$ cat src/rtl/alu_ops_pkg.sv
// Shared ALU op-code encodings and the multicycle ALU state encoding.
// Imported by the ALU control unit and the execute-stage ALU.
package alu_ops_pkg;

  localparam logic [3:0] OP_AND     = 4'b0000;
  localparam logic [3:0] OP_OR      = 4'b0001;
  localparam logic [3:0] OP_NOR     = 4'b0010;
  localparam logic [3:0] OP_ADD     = 4'b0011;
  localparam logic [3:0] OP_LUI     = 4'b0101;
  localparam logic [3:0] OP_SLL     = 4'b0111;
  localparam logic [3:0] OP_SRL     = 4'b1000;
  localparam logic [3:0] OP_ILLEGAL = 4'b1001;

  typedef enum logic [1:0] {
    ST_IDLE  = 2'd0,
    ST_SHIFT = 2'd1,
    ST_DONE  = 2'd2
  } alu_state_t;

  function automatic logic is_shift(input logic [3:0] op);
    return (op == OP_SLL) || (op == OP_SRL);
  endfunction

endpackage

$ cat src/rtl/alu_logic_core.sv
// Single-cycle ALU datapath: AND/OR/NOR/ADD/LUI, pass-B for zero-length
// shifts, and detection of unsupported op codes (which yield zero).
module alu_logic_core
  import alu_ops_pkg::*;
#(
  parameter int DATA_WIDTH = 32
) (
  input  logic [3:0]            op,
  input  logic [DATA_WIDTH-1:0] a,
  input  logic [DATA_WIDTH-1:0] b,
  output logic [DATA_WIDTH-1:0] result,
  output logic                  illegal
);

  always_comb begin
    result  = '0;
    illegal = 1'b0;
    case (op)
      OP_AND: result = a & b;
      OP_OR:  result = a | b;
      OP_NOR: result = ~(a | b);
      OP_ADD: result = a + b;
      OP_LUI: result = {b[15:0], {(DATA_WIDTH-16){1'b0}}};
      // A shift only reaches this core when its amount is zero.
      OP_SLL, OP_SRL: result = b;
      default: begin
        result  = '0;
        illegal = 1'b1;
      end
    endcase
  end

endmodule

$ cat src/rtl/multicycle_alu.sv
// Execute-stage ALU: logic/add/LUI finish in one cycle, SLL/SRL iterate one
// bit per cycle. Handshake: a request is taken on a clock edge where
// ready=1 and start=1; done pulses for one cycle when ALUResult/Zero/IllegalOp
// are fresh; start while ready=0 is dropped, never queued.
module multicycle_alu
  import alu_ops_pkg::*;
#(
  parameter int DATA_WIDTH  = 32,
  parameter int SHAMT_WIDTH = 5
) (
  input  logic                   clk,
  input  logic                   reset,
  input  logic                   start,
  input  logic [3:0]             ALUOperation,
  input  logic [DATA_WIDTH-1:0]  A,
  input  logic [DATA_WIDTH-1:0]  B,
  input  logic [SHAMT_WIDTH-1:0] shamt,
  output logic                   ready,
  output logic                   done,
  output logic [DATA_WIDTH-1:0]  ALUResult,
  output logic                   Zero,
  output logic                   IllegalOp,
  output alu_state_t             state_dbg
);

  alu_state_t             state;
  logic [DATA_WIDTH-1:0]  acc;
  logic [DATA_WIDTH-1:0]  acc_next;
  logic [SHAMT_WIDTH-1:0] cnt;
  logic                   dir_right;
  logic [DATA_WIDTH-1:0]  core_result;
  logic                   core_illegal;

  alu_logic_core #(
    .DATA_WIDTH (DATA_WIDTH)
  ) u_core (
    .op      (ALUOperation),
    .a       (A),
    .b       (B),
    .result  (core_result),
    .illegal (core_illegal)
  );

  assign acc_next  = dir_right ? (acc >> 1) : (acc << 1);
  assign state_dbg = state;

  always_ff @(posedge clk) begin
    if (reset) begin
      state     <= ST_IDLE;
      ready     <= 1'b1;
      done      <= 1'b0;
      ALUResult <= '0;
      Zero      <= 1'b1;
      IllegalOp <= 1'b0;
      acc       <= '0;
      cnt       <= '0;
      dir_right <= 1'b0;
    end else begin
      case (state)
        ST_IDLE: begin
          done <= 1'b0;
          if (start) begin
            ready <= 1'b0;
            if (is_shift(ALUOperation) && (shamt != '0)) begin
              acc       <= B;
              cnt       <= shamt;
              dir_right <= (ALUOperation == OP_SRL);
              IllegalOp <= 1'b0;
              state     <= ST_SHIFT;
            end else begin
              ALUResult <= core_result;
              Zero      <= (core_result == '0);
              IllegalOp <= core_illegal;
              done      <= 1'b1;
              state     <= ST_DONE;
            end
          end
        end
        ST_SHIFT: begin
          acc <= acc_next;
          cnt <= cnt - SHAMT_WIDTH'(1);
          // Publish only on the last step so ALUResult never shows a partial shift.
          if (cnt == SHAMT_WIDTH'(1)) begin
            ALUResult <= acc_next;
            Zero      <= (acc_next == '0);
            done      <= 1'b1;
            state     <= ST_DONE;
          end
        end
        ST_DONE: begin
          done  <= 1'b0;
          ready <= 1'b1;
          state <= ST_IDLE;
        end
        default: begin
          done  <= 1'b0;
          ready <= 1'b1;
          state <= ST_IDLE;
        end
      endcase
    end
  end

endmodule
$ cat config.mk
export PLATFORM = sky130hd
export DESIGN_NAME = multicycle_alu
export DESIGN_NICKNAME = d
export VERILOG_FILES = /design/src/rtl/alu_ops_pkg.sv /design/src/rtl/alu_logic_core.sv /design/src/rtl/multicycle_alu.sv
export SDC_FILE = /design/constraint.sdc
export NUM_CORES = 1
export LEC_CHECK = 0
export ABC_AREA = 1
export CORE_ASPECT_RATIO = 0.8
export CORE_UTILIZATION = 60
export DETAILED_ROUTE_END_ITERATION = 8
export PLACE_DENSITY = 0.86
export SYNTH_ARGS = -nofsm -noshare
export SYNTH_HDL_FRONTEND = slang
export SYNTH_SLANG_ARGS = --single-unit
$ cat constraint.sdc
create_clock -name clk -period 5.7 [get_ports clk]
set_clock_uncertainty 0.2 [all_clocks]
set_input_delay 0.855 -clock clk [delete_from_list [all_inputs] [get_ports clk]]
set_output_delay 0.855 -clock clk [all_outputs]
set_load 0.05 [all_outputs]
==> results of run 1 <==
-- worst paths after layout --
| path | endpoint | depth (start not counted) |
|---|---|---|
| max | Zero | 21 |
| min | acc[7] | 2 |
| max reg2reg | Zero | 16 |
| min reg2reg | acc[7] | 2 |
-- layout make-up --
type	instances	area [um^2]	area share
Clock buffer	10	239.0	0.02543
Clock inverter	6	40.04	0.004260
Inverter	238	893.4	0.09505
Multi-Input combinational cell	1041	5318	0.5658
Sequential cell	76	1521	0.1619
Tap cell	175	219.0	0.02330
Timing Repair Buffer	118	1169	0.1243
-- registers in the layout, summed over array words and instances, names as in the netlist --
register   cells
state_dbg      2
ALUResult     32
ready          1
dir_right      1
done           1
cnt            5
acc           32
Zero           1
IllegalOp      1
-- per-layer routing --
layer,vias up,routed length [um]
met1,4380,11870
met3,114,3641
met5,-,0
li1,4660,-
met2,699,12440
met4,0,1578
-- cell families after synthesis --
logic type / after synthesis
adders and majority gates: 67
and+or+nand+nor: 728
AOI/OAI and AO/OA: 233
buffers and inverters: 286
xor gates and xnor gates: 1
DFF: 76
muxes: 12
-- worst min-delay path, cell delays in order (launching register included) --
cell and delay [ns]:
dfxtp_1 0.31, nand2_1 0.06, a21oi_1 0.06
-- cells in the final DEF, fill, tap and decap left out, types with 3 or more instances in the layout --
cell             instances
clkdlybuf4s50_1        113
nand2_2                  3
buf_4                    5
and2_1                   4
or2_2                    6
a21oi_1                 79
nor2_2                   3
dfxtp_1                 76
a2111oi_0                3
a31oi_1                 44
o22ai_1                 23
ha_1                    66
nor3b_1                  3
nand4_1                 16
nand3b_1                13
inv_2                    5
clkinv_2                 3
clkbuf_16                9
o21ai_0                 72
nand2_1                427
nor3_1                   8
mux2i_1                 12
a211oi_1                 8
nor4_1                   5
inv_1                  233
nand3_1                 93
nor2_1                 141
-- report_power, final --
| part | internal [mW] | leakage (nW) | total, mW | switching (mW) |
|---|---|---|---|---|
| registers | 0.576 | 0.621 | 0.606 | 0.0300 |
| logic | 0.267 | 3.91 | 0.809 | 0.542 |
| clock network | 0.306 | 0.138 | 0.541 | 0.236 |
| total | 1.15 | 4.67 | 1.96 | 0.808 |
==> reports/qor.txt, run 1 <==
Most used cell, CP = nand2_1
Crit path buf inv count = 3
Post-DP HPWL = 22490 um
GRT Total Usage = 0.4371
Resize count post-CTS = 0
Synthesized cell area = 0.007921 mm^2
Pre-antenna DRT Iters = 6
Antenna-violating nets left = 0
Share of the synthesized area in the top cell type = 0.2023
DRC viols = 0
Tcrit/Tclk final = 0.7031
Required @ worst endpoint = 5.79 ns
Reg2Reg Launch Point = state_dbg[1]
Num CTS Buffers = 9
CTS root buffer = clkbuf_16
Hold_sp = acc[7]
Met3 Resource Use GR = 0.1142
F_max = 249.5 MHz
Synthesis-to-finish area growth = 18.65%
Vias = 9853
Critical Path Max Stage Delay = 0.60 ns
Hold WS = 0.2670 ns
Clk buf depth = 2
Most area-consuming cells after synthesis = nand2_1 20%, dfxtp_1 19%, inv_1 11%
Leakage = 4.671 nW
Layout cell share with drive strength beyond 1 = 0.02821
Ys Warns = 0
Clk sink count = 76
Initial antenna violation count = 0
Critical path class = primary input to flip-flop
CP startpoint = B[0]
Clock latency on the worst-skew pair = 0.35 ns
Clk slew on worst S/H paths = 0.06 ns
Gpl congestion = 1.029
Grt met1 use = 0.5819
Total Power = 1.956 mW
Vias/cell = 5.921
Die Ht = 104.8 um
Status = completed
Mux cell area share after synthesis = 0.01516
Max FO, Critical Path = 5
Yosys top cell by area = nand2_1
Post-Synthesis Cells = 1403
Crit-path cells = clkdlybuf4s50_1 -> ha_1 -> inv_1 -> fa_1 -> inv_1 -> nand3_1 -> nand2_1 -> nand2_1 -> nand2_1 -> nand3_1 -> nand3_1 -> nand2_1 -> nand3_1 -> nand2_1 -> nor2_1 -> nand3_1 -> nor2_1 -> nand2_1 -> nand2_1 -> nand2_1 -> nand2_1
Placed Instances = 1648
Design area = 0.009399 mm^2
Final setup vio count = 0
Post-synth top cells = 427 x nand2_1, 234 x inv_1, 141 x nor2_1
Worst EP arrival = 4.10 ns
Die area = 0.01367 mm^2
Worst path slowest cell = clkdlybuf4s50_1
Drt wl/cell = 17.75 um
Layout fillers = 1224
Global routing usage on met2 = 0.6455
Post-synth EDFFs = 0
Die width = 130.5 um
Initial Utilization = 0.6155
Ys async rst share = 0
Synth Net Count = 1546
Pwr/cell area = 208.1 mW/mm^2
Final Hold Fails = 0
Starting DRT DRC Count = 1299
Buffer count from post-CTS setup fixing = 0
Vias in the first global route = 8735
Post-synthesis register bit count = 76
Area post-placement = 0.009120 mm^2
Most numerous cell in the Yosys netlist = nand2_1
Post-synth top flop = dfxtp_1
Worst Setup Slack, final = 1.692 ns
First-pass GRT wire length = 45840 um
Period minus WS final = 4.008 ns
Largest net degree at the start of global routing = 90
Setup TNS = 0 ns
Max-Slew Margin vs Limit = 0.2479
Seq/Total Area, Yosys = 0.1921
Boundary pin count = 114
VDD IR-drop max = 225.5 uV
Post-synthesis adder-cell area fraction = 0.1068
Type of origin of the critical path = primary input
MaxCap Viol Count = 0
Synth Area per Inst = 5.646 um^2
GRT overflow = 0
Flop2flop setup slack = 2.61 ns
Util after Layout = 0.7303
CTS tree = done
RSZ-0062 raised after global routing = false
Port bufs = 113
Antenna cells = 0
Distinct cells, synth = 36
Hold-fix buffers at CTS = 0
Post-synthesis compound-gate area fraction = 0.1640
Fin. max-slew vios = 0
Place WS = 1.495 ns
Core Region = 0.01287 mm^2
Wirelength, routed = 29530 um
XOR/XNOR share of the synthesized area = 0.001106
Nets@finish = 1627
Num rows = 37
Crit path max-delay family = simple AND/OR/NAND/NOR gates
GRT busiest layer = met2
H-tree depth = 3
Crit. End Element = flip-flop
Slew @ Worst Pin = 1.127 ns
Non-Filler Instances = 1664
Largest family of logic cells by synthesized area = simple AND/OR/NAND/NOR gates
Post-Synth Simple-Gate Area = 0.3835
Hold crit path type = flip-flop to flip-flop
No activity file was read; power rests on OpenSTA's default activity.
==> run 2: changes to the inputs <==
CORE_UTILIZATION = 51   (was 60)
PLACE_DENSITY = 0.77   (was 0.86)
clock period = 3.6 ns   (was 5.7 ns; I/O delays follow)
==> run 2 against run 1 <==
Die area up 17%. Total power up 68%. Clock power up 76%. Clock-buffer cell count unchanged. Sequential power up 58%. Global-route usage down 4.5 points. Largest cell class unchanged. Largest power group unchanged.
==> reports/qor.txt, run 2 (synthesis gave the netlist of run 1 again) <==
Status = completed (unchanged)
Reg2Reg Launch Point = dir_right (was state_dbg[1])
Hold crit path type = flip-flop to flip-flop (unchanged)
Top flop regs = ALUResult (32), acc (32), cnt (5) (unchanged)
Resize count post-CTS = 0 (unchanged)
Num rows = 40 (was 37)
Slew @ Worst Pin = 1.007 ns (was 1.127 ns)
Nets@finish = 1709 (was 1627)
Largest net degree at the start of global routing = 45 (was 90)
Tcrit/Tclk final = 0.9257
Hold_sp = acc[20] (was acc[7])
Worst hold path stage count = 2 (unchanged)
Worst path slowest cell = clkdlybuf4s50_1 (unchanged)
Total Power = 3.280 mW (was 1.956 mW)
Crit. path cell count = 19 (was 21)
Crit. End Element = flip-flop (unchanged)
Vias = 9994 (was 9853)
Worst R2R Path Depth = 9 (was 16)
WHS Endpoint = acc[20] (was acc[7])
Critical Path Max Stage Delay = 0.53 ns (was 0.60 ns)
Clock latency on the worst-skew pair = 0.34 ns (was 0.35 ns)
Crit path max-delay family = simple AND/OR/NAND/NOR gates (unchanged)
Fin. max-slew vios = 0 (unchanged)
Post-DP HPWL = 24960 um (was 22490 um)
CTS root buffer = clkbuf_16 (unchanged)
Wirelength, routed = 31490 um (was 29530 um)
Most frequent cells in the layout = 427 x nand2_1, 233 x inv_1, 141 x nor2_1 (unchanged)
Pre-antenna DRT Iters = 6 (unchanged)
RR Endpoint = Zero (unchanged)
Leading cell type in the layout, fill and taps excluded = nand2_1 (unchanged)
GRT Total Usage = 0.3926 (was 0.4371)
Crit path buf inv count = 2 (was 3)
Vias/cell = 5.615 (was 5.921)
Synthesis-to-finish area growth = 27.64% (was 18.65%)
Pwr/cell area = 324.4 mW/mm^2 (was 208.1 mW/mm^2)
Boundary pin count = 114 (unchanged)
GRT overflow = 0 (unchanged)
F_max = 300.1 MHz
Most used cell, CP = nand2_1 (unchanged)
Max-Slew Margin vs Limit = 0.3280 (was 0.2479)
Final setup vio count = 0 (unchanged)
Clk slew on worst S/H paths = 0.06 ns (about the same)
Period minus WS final = 3.332 ns
Final Hold Fails = 0 (unchanged)
RSZ-0062 raised after global routing = false (unchanged)
Vias in the first global route = 9242 (was 8735)
Die area = 0.01604 mm^2 (was 0.01367 mm^2)
Critical path class = primary input to flip-flop (unchanged)
Hold-fix buffers at CTS = 0 (unchanged)
First-pass GRT wire length = 48360 um (was 45840 um)
H-tree depth = 3 (unchanged)
Gpl congestion = 1.021 (was 1.029)
Design area = 0.01011 mm^2 (was 0.009399 mm^2)
Max FO, Critical Path = 4 (was 5)
Layout fillers = 1467 (was 1224)
MaxCap Viol Count = 0 (unchanged)
Port bufs = 113 (unchanged)
VDD IR-drop max = 257.7 uV (was 225.5 uV)
Antenna-violating nets left = 0 (unchanged)
Clk sink count = 76 (unchanged)
Initial antenna violation count = 0 (unchanged)
Area post-placement = 0.009804 mm^2 (was 0.009120 mm^2)
CTS tree = done (unchanged)
Starting DRT DRC Count = 1093 (was 1299)
Flop2flop setup slack = 1.15 ns (was 2.61 ns)
Worst EP arrival = 3.41 ns (was 4.10 ns)
Leakage = 5.090 nW (was 4.671 nW)
Initial Utilization = 0.5241 (was 0.6155)
Util after Layout = 0.6690 (was 0.7303)
Num CTS Buffers = 9 (unchanged)
Core Region = 0.01511 mm^2 (was 0.01287 mm^2)
Clk buf depth = 2 (unchanged)
DRC viols = 0 (unchanged)
Crit-path cells = clkdlybuf4s50_1 -> inv_1 -> ha_1 -> or2_2 -> nand3_1 -> nand2_1 -> nand2_1 -> nand2_1 -> nand2_1 -> nand3b_1 -> nand3_1 -> nand2_1 -> nor2_1 -> nand2_1 -> nor2_1 -> nand2_1 -> nand2_1 -> nand2_1 -> nand2_1 (was clkdlybuf4s50_1 -> ha_1 -> inv_1 -> fa_1 -> inv_1 -> nand3_1 -> nand2_1 -> nand2_1 -> nand2_1 -> nand3_1 -> nand3_1 -> nand2_1 -> nand3_1 -> nand2_1 -> nor2_1 -> nand3_1 -> nor2_1 -> nand2_1 -> nand2_1 -> nand2_1 -> nand2_1)
Drt wl/cell = 17.69 um (was 17.75 um)
Die width = 141.3 um (was 130.5 um)
Required @ worst endpoint = 3.68 ns (was 5.79 ns)
Type of origin of the critical path = primary input (unchanged)
Layout cell share with drive strength beyond 1 = 0.07771 (was 0.02821)
Setup TNS = 0 ns (unchanged)
Buffer count from post-CTS setup fixing = 0 (unchanged)
Antenna cells = 0 (unchanged)
Die Ht = 113.5 um (was 104.8 um)
[run 2: cell count changes in the layout (fill, tap and decap cells not counted), moves of 2 or more]
cell       previous run  this run
buf_4                 5        85
buf_12                0         2
bufinv_16             0         2
clkinv_4              2         0
[run 2: final cells by class]
class	instances	area, um^2	area share
multi-input combinational	1041	5318	0.5259
clock inverter	5	77.57	0.007672
timing repair buffer	200	1809	0.1789
tap	210	262.8	0.02599
inverter	238	893.4	0.08836
sequential	76	1521	0.1505
clock buffer	10	229.0	0.02265
[run 2: power by group]
| part | total, mW | internal [mW] | switching [mW] |
|---|---|---|---|
| Clock | 0.953 | 0.601 | 0.352 |
| Sequential | 0.956 | 0.912 | 0.0447 |
| Combinational | 1.37 | 0.493 | 0.878 |
| Total | 3.28 | 2.01 | 1.27 |
[run 2: per-layer routing]
metal	global-route usage	up-vias	share of wire
met5	0	-	0
met4	0.1667	0	0.045
met3	0.07221	97	0.10
met2	0.6383	633	0.44
met1	0.5104	4436	0.41
li1	-	4828	-
[run 2: stage by stage]
stage / worst slack, ns / hold WS, ns / instances
6_report: 0.2676 / 0.2638 / 1780
5_1_grt: 0.1418 / 0.2877 / 1780
4_1_cts: 0.3316 / 0.2666 / 1780
3_5_place_dp: 0.005430 / 0.2558 / 1765
3_3_place_gp: -0.003947 / 0.2520 / 1765
2_1_floorplan: 0.9984 / 0.2453 / 1403
[run 2: worst min-delay path, cell delays in order, from the launching register on]
cell and delay (ns):
dfxtp_1 0.31, nand2_1 0.06, a21oi_1 0.05
[run 2: worst max-delay path by stage]
stage / from / to / slack [ns]
2_1_floorplan: A[0] / Zero / 1.0
3_3_place_gp: B[2] / Zero / -0.004
3_5_place_dp: B[2] / Zero / 0.005
4_1_cts: B[2] / Zero / 0.33
5_1_grt: B[2] / Zero / 0.14
6_report: B[2] / Zero / 0.27
